--- src/rtl/gshare_ctrl.sv ---
// gshare_ctrl: gshare branch direction predictor controller.
//
// Owns the speculative global history register, forms the gshare index
// (PC xor history) for an external counter table, and schedules the
// counter updates for resolved branches. After reset it initialises every
// table entry to INIT_VAL before it starts predicting.
//
// Ports:
//   clk, rst            clock, asynchronous active-high reset
//   fetch_valid/_pc     prediction request from fetch
//   pred_*              prediction result, carried down the pipe with the branch
//   init_busy           table initialisation in progress (fetch stalls)
//   bht_rindex/rdata    combinational read port of the counter table
//   bht_load/windex/    write port of the counter table
//   bht_wdata
//   res_*               branch resolution from EX, with the carried pred_* values
//   stat_branches       resolved-branch count (wraps)
//   stat_mispredicts    mispredict count (wraps)
//
// Handshake: fetch_valid and res_valid are single-cycle qualifiers with no
// backpressure; a request is consumed in the cycle it is asserted, unless
// init_busy is high, in which case it is ignored.
module gshare_ctrl #(
    parameter int S_INDEX   = 10,
    parameter int HIST_LEN  = 10,
    parameter int CNT_WIDTH = 2,
    parameter logic [CNT_WIDTH-1:0] INIT_VAL = CNT_WIDTH'(1)
) (
    input  logic                 clk,
    input  logic                 rst,
    input  logic                 fetch_valid,
    input  logic [31:0]          fetch_pc,
    output logic                 pred_taken,
    output logic [S_INDEX-1:0]   pred_index,
    output logic [HIST_LEN-1:0]  pred_ghr,
    output logic [CNT_WIDTH-1:0] pred_cnt,
    output logic                 init_busy,
    output logic [S_INDEX-1:0]   bht_rindex,
    input  logic [CNT_WIDTH-1:0] bht_rdata,
    output logic                 bht_load,
    output logic [S_INDEX-1:0]   bht_windex,
    output logic [CNT_WIDTH-1:0] bht_wdata,
    input  logic                 res_valid,
    input  logic                 res_taken,
    input  logic                 res_mispredict,
    input  logic [S_INDEX-1:0]   res_index,
    input  logic [CNT_WIDTH-1:0] res_cnt,
    input  logic [HIST_LEN-1:0]  res_ghr,
    output logic [31:0]          stat_branches,
    output logic [31:0]          stat_mispredicts
);

    typedef enum logic {
        ST_INIT = 1'b0,
        ST_RUN  = 1'b1
    } state_t;

    state_t                 state;
    logic [S_INDEX-1:0]     init_cnt;
    logic [HIST_LEN-1:0]    ghr;
    logic                   upd_valid;
    logic [S_INDEX-1:0]     upd_index;
    logic [CNT_WIDTH-1:0]   upd_data;
    logic [S_INDEX-1:0]     ghr_ext;
    logic                   unused_pc;

    // Saturating counter step: never wraps at either bound.
    function automatic logic [CNT_WIDTH-1:0] sat(input logic [CNT_WIDTH-1:0] c,
                                                 input logic t);
        if (t) begin
            return (c == '1) ? c : c + 1'b1;
        end else begin
            return (c == '0) ? c : c - 1'b1;
        end
    endfunction

    // Shift a new outcome into bit 0, dropping the oldest bit. Written as a
    // loop so it also elaborates for HIST_LEN == 1.
    function automatic logic [HIST_LEN-1:0] shift_in(input logic [HIST_LEN-1:0] h,
                                                     input logic b);
        logic [HIST_LEN-1:0] n;
        n = '0;
        for (int i = HIST_LEN - 1; i > 0; i--) begin
            n[i] = h[i-1];
        end
        n[0] = b;
        return n;
    endfunction

    // Only the word-index bits of the PC participate in the hash.
    assign unused_pc = ^{fetch_pc[31:S_INDEX+2], fetch_pc[1:0]};

    always_comb begin
        ghr_ext = '0;
        ghr_ext[HIST_LEN-1:0] = ghr;
    end

    assign pred_index = fetch_pc[S_INDEX+1:2] ^ ghr_ext;
    assign bht_rindex = pred_index;
    assign pred_cnt   = bht_rdata;
    assign pred_ghr   = ghr;
    assign pred_taken = (state == ST_RUN) ? bht_rdata[CNT_WIDTH-1] : 1'b0;
    assign init_busy  = (state == ST_INIT);

    // Init writes come straight from the init counter so the first entry is
    // written in the very first cycle after reset release. They are gated
    // by rst so the write port is quiet while reset is held.
    always_comb begin
        bht_load   = upd_valid;
        bht_windex = upd_index;
        bht_wdata  = upd_data;
        if (state == ST_INIT) begin
            bht_load   = ~rst;
            bht_windex = init_cnt;
            bht_wdata  = rst ? '0 : INIT_VAL;
        end
    end

    always_ff @(posedge clk or posedge rst) begin
        if (rst) begin
            state            <= ST_INIT;
            init_cnt         <= '0;
            ghr              <= '0;
            upd_valid        <= 1'b0;
            upd_index        <= '0;
            upd_data         <= '0;
            stat_branches    <= '0;
            stat_mispredicts <= '0;
        end else begin
            case (state)
                ST_INIT: begin
                    upd_valid <= 1'b0;
                    init_cnt  <= init_cnt + 1'b1;
                    if (init_cnt == '1) begin
                        state <= ST_RUN;
                    end
                end
                ST_RUN: begin
                    // Update uses the counter value carried with the branch,
                    // so back-to-back resolves never depend on a re-read.
                    upd_valid <= res_valid;
                    if (res_valid) begin
                        upd_index     <= res_index;
                        upd_data      <= sat(res_cnt, res_taken);
                        stat_branches <= stat_branches + 32'd1;
                    end
                    // A mispredict repairs history from the branch's own
                    // snapshot and discards any same-cycle speculative shift.
                    if (res_valid && res_mispredict) begin
                        ghr              <= shift_in(res_ghr, res_taken);
                        stat_mispredicts <= stat_mispredicts + 32'd1;
                    end else if (fetch_valid) begin
                        ghr <= shift_in(ghr, pred_taken);
                    end
                end
                default: state <= ST_INIT;
            endcase
        end
    end

endmodule

--- config.mk ---
export PLATFORM = sky130hd
export DESIGN_NAME = gshare_ctrl
export DESIGN_NICKNAME = d
export VERILOG_FILES = /design/src/rtl/gshare_ctrl.sv
export SDC_FILE = /design/constraint.sdc
export NUM_CORES = 1
export LEC_CHECK = 0
export ABC_AREA = 1
export CAP_MARGIN = 20
export CORE_ASPECT_RATIO = 0.5
export CORE_UTILIZATION = 42
export DETAILED_ROUTE_END_ITERATION = 10
export GPL_TIMING_DRIVEN = 0
export PLACE_DENSITY = 0.86
export SYNTH_ARGS = -nofsm -noshare
export SYNTH_HDL_FRONTEND = slang
export SYNTH_SLANG_ARGS = --single-unit
--- constraint.sdc ---
create_clock -name clk -period 3.56 [get_ports clk]
set_input_delay 0.712 -clock clk [delete_from_list [all_inputs] [get_ports clk]]
set_output_delay 0.712 -clock clk [all_outputs]
set_load 0.05 [all_outputs]
# Yosys cells after proc, flatten, opt, wreduce, memory -nomap -nowiden
# Cells that the tools add are included.
op_classes:
  bitwise_logic: 3
  add_sub_neg: 5
  n_eq_ne: 2
  reduce_logical: 6
  muxes: 13
op_table:
  columns: ["cell", "count"]
  rows:
  - ["$add A32 B1 Y32 const B", 2]
  - ["$mux W10", 3]
  - ["$add A10 B1 Y10 const B", 1]
  - ["$eq A10 B10 Y1 const B", 1]
  - ["$xor A10 B10 Y10", 1]
  - ["$mux W2", 4]
  - ["$reduce_and A2 Y1", 3]
  - ["$mux W1", 5]
  - ["$add A2 B1 Y2 const B", 1]
  - ["$eq A2 B2 Y1 const B", 1]
  - ["$logic_not A2 Y1", 1]
  - ["$not A1 Y1", 2]
  - ["$pmux W1 S2", 1]
  - ["$reduce_bool A2 Y1", 1]
  - ["$sub A2 B1 Y2 const B", 1]
  - ["$logic_and A1 B1 Y1", 1]
totals:
  word_cells: 37
  ff_bits: 98
  in_bits: 62

# Depth between registers and ports, before layout
logic_depth:
  word_depth: 3
  mapped_depth: 8

# Worst setup path after synthesis
# OpenSTA, ideal clock, no wires.
synth_timing:
  kind: "input to output"
  start: "in rst"
  end: "out bht_wdata[0]"
  path_stages: 3
  path_slack_ps: -728
  arrival_ps: 3576
  required_time_ps: 2848
  cell_sequence: "inv_1 -> nand2_1 -> o21ai_0"
synth_via:
  elab_chain_cells: 2
synth_rtl:
  columns: ["item", "line", "source"]
  rows:
  - ["start, declared", "30", "input logic rst,"]
  - ["$mux W1", "115", "bht_wdata = rst ? '0 : INIT_VAL;"]
  - ["$mux W2", "112", "if (state == ST_INIT) begin"]
  - ["end, declared", "42", "output logic [CNT_WIDTH-1:0] bht_wdata,"]
# Every way passes these cells.

# Worst setup path after layout
# Ends and elaborated chain as after synthesis.

==> run_results.csv <==
group,metric,value,unit
timing,setup_viol,0,
global_routing,grt_util_all_layers,0.2210,
logic_synthesis,synth-edff-count,0,
logic_synthesis,ys.flop_type,"dfrtp_1",
logic_synthesis,synthesis.nets,737,
route,routed_wirelength,14080,um
timing,fmax,0.3056,GHz
placement,portBuffers,148,
min_path,hp-start,"upd_index[2]",
critical_path,critPathCaptureType,"output pin",
placement,preCtsSetupSlack,-0.7152,ns
route,ant_nets,0,
floorplan,die_h,81.27,um
final_layout,n_antenna_cell,0,
logic_synthesis,synth_warnings,0,
route,post-route-drc-count,0,
clocking,cts-root-buf,"clkbuf_16",
clocking,clk_pin_slew_worst_paths,0.07,ns
global_routing,antenna_found_initial,0,
placement,place_congestion,0.8974,
critical_path,critPathLaunchType,"primary input",
clocking,cts_tree,"built",
timing,rsz0062_at_grt,"false",
power,p_total,2376,uW
clocking,clock-sinks,98,
logic_synthesis,synth_top_area_share,0.4647,
placement,placedCellCount,987,
final_layout,areaGrowthSynthToFinish,39.52,%
route,vias_per_cell,4.989,
clocking,cts-htree-levels,3,
floorplan,coreArea,0.01202,mm^2
global_routing,grt_start_max_net_pins,33,
route,wire_per_inst,13.99,um
placement,hpwl,10350,um
logic_synthesis,synthCells,672,
route,drt_iter0_drc,337,
timing,hold_violations,0,
timing,clock_skew,0.007791,ns
final_layout,design_area,0.007363,mm^2
logic_synthesis,syn_area,0.005278,mm^2
critical_path,critPathMaxFanout,32,
timing,fin_crit_sh,0.9192,
timing,worstMarginPinSlew,0.9465,ns
timing,slew_headroom,0.3655,
logic_synthesis,ys_ff_latch,98,
logic_synthesis,yosysTopAreaCell,"dfrtp_1",
power,power_density,322.7,mW/mm^2
placement,placed_area,0.007009,mm^2
logic_synthesis,syn_area_per_cell,7.854,um^2
flow_run,maxCapViolCount,0,
status,status,"finished clean",
global_routing,grt_pass1_wl,22910,um
power,peakVddDrop,0.0002163,V
final_layout,drive_above_1_share,0.07015,
route,dr.max_layer_used,"met4",
final_layout,fin_cells,1006,
critical_path,rr_startpoint,"stat_mispredicts[0]",
logic_synthesis,async_flop_share,1.000,
power,p_leak,0.003350,uW
clocking,cts_buffers,9,
route,wl_met1,5856,um
floorplan,die_area,0.01305,mm^2
timing,setup_ws,0.2878,ns
floorplan,fp.dieW,160.5,um
route,vias,5019,
route,dr.pass1.iters,5,
floorplan,io_pins,173,
floorplan,start_util,0.4392,
clocking,clk_latency,0.34,ns
critical_path,cp.required,2.85,ns
final_layout,post-route-util,0.6128,
route,wl_met3,697,um
route,wl_met2,7263,um
critical_path,critPathKind,"in2out",
min_path,min_path_type,"reg2reg",
clocking,clockBufferDepth,2,
global_routing,grt_pass1_vias,4839,
logic_synthesis,synth.distinct_cells,26,
logic_synthesis,synth_most_common_cell,"nand2_1",
timing,period_needed,3.272,ns
clocking,cts-hold-fix-buffers,0,
logic_synthesis,yosysSeqAreaShare,0.4647,
floorplan,num_rows,28,
critical_path,critPathLaunch,"rst",
logic_synthesis,synth_area_leaders,"dfrtp_1, nand2_1, xor2_1",
critical_path,worst_ep_arrival_time,2.56,ns
final_layout,fill_cells,973,
logic_synthesis,synth_common_cells,"nand2_1, dfrtp_1, inv_1, nor2_1, nand3_1",
timing,drv_slew,0,
final_layout,final_nets,901,
global_routing,grt_remaining_overflow,0,
## metrics by stage
stage	setup TNS (ns)	hold slack [ns]
final	0	0.4835
after global routing	0	0.5128
after CTS	0	0.4844
after detailed placement	-1.408	0.4653
after global placement	-2.882	0.4629
after floorplan	0	0.4487
## cell families after synthesis
family / synth area share
flops: 0.4647
simple gates: 0.3352
fa+ha+maj: 0.007113
compound gates: 0.03058
buf+inv: 0.07776
xor+xnor: 0.08464
## critical path: stages
cell and delay [ns]:
clkdlybuf4s50_1 0.53, clkinvlp_4 0.16, buf_12 0.20, buf_12 0.22
nand2_1 0.09, o21ai_1 0.09, dlygate4sd2_1 0.54
## state kept, by name, indices dropped and copies added (netlist names)
register	flops
init_cnt	10
state	1
stat_mispredicts	32
stat_branches	32
upd_data	2
upd_index	10
pred_ghr	10
upd_valid	1
## layer usage
metal,vias to the layer above,track usage
li1,2448,-
met1,2396,0.2638
met2,147,0.4052
met3,28,0.04545
met4,0,0.07238
met5,-,0
## layout make-up
class,count,area (um^2),share of cell area
Sequential cell,98,2452,0.3330
Multi-Input combinational cell,479,2415,0.3280
Timing Repair Buffer,151,1526,0.2073
Inverter,73,279.0,0.03789
Clock buffer,12,266.5,0.03619
Tap cell,165,206.4,0.02804
Buffer,22,135.1,0.01835
Clock inverter,4,72.57,0.009856
Timing Repair inverter,2,10.01,0.001359
## worst paths after layout
kind                       cells past startpoint                   end  slack, ns
max in group asynchronous                      2     stat_branches[16]       2.06
setup reg to reg                               8  stat_mispredicts[28]       1.81
hold reg to reg                                2          upd_index[2]       0.48
setup / recovery                               7          bht_wdata[0]       0.29
hold / removal                                 2          upd_index[2]       0.48
min in group asynchronous                      3  stat_mispredicts[24]       0.91
## cell usage in the layout, fill, tap and decap left out
cell type / count
nand3_2: 2
a21oi_1: 1
dlygate4sd2_1: 2
bufinv_16: 2
clkbuf_16: 9
nor3b_1: 1
nand2_1: 221
buf_4: 13
clkdlybuf4s50_1: 146
nor3_1: 10
a31oi_1: 9
clkbuf_8: 3
clkinv_2: 2
nor2_1: 71
nor2_8: 1
clkbuf_1: 4
buf_2: 6
nand4_1: 21
nand3b_1: 11
inv_1: 70
clkinvlp_4: 2
clkinv_1: 1
nand3_4: 2
clkinvlp_2: 2
ha_1: 3
nor2_2: 5
nand2_2: 1
buf_12: 2
xnor2_1: 14
xor2_1: 37
dfrtp_1: 98
o21ai_1: 1
nor2_4: 7
nand3_1: 42
o21ai_0: 19
## repair_timing
action	in CTS	in global routing
buffers inserted	1	0
resized for setup	2	0
setup endpoints to repair	2	0
## report_power, final
group	total, uW	switching (uW)	internal (uW)	leakage [uW]
clock network	1080	413	672	0.000165
logic	178	102	76.5	0.00188
registers	1110	0	1110	0.00130
Power figures use the tool's default switching activity.
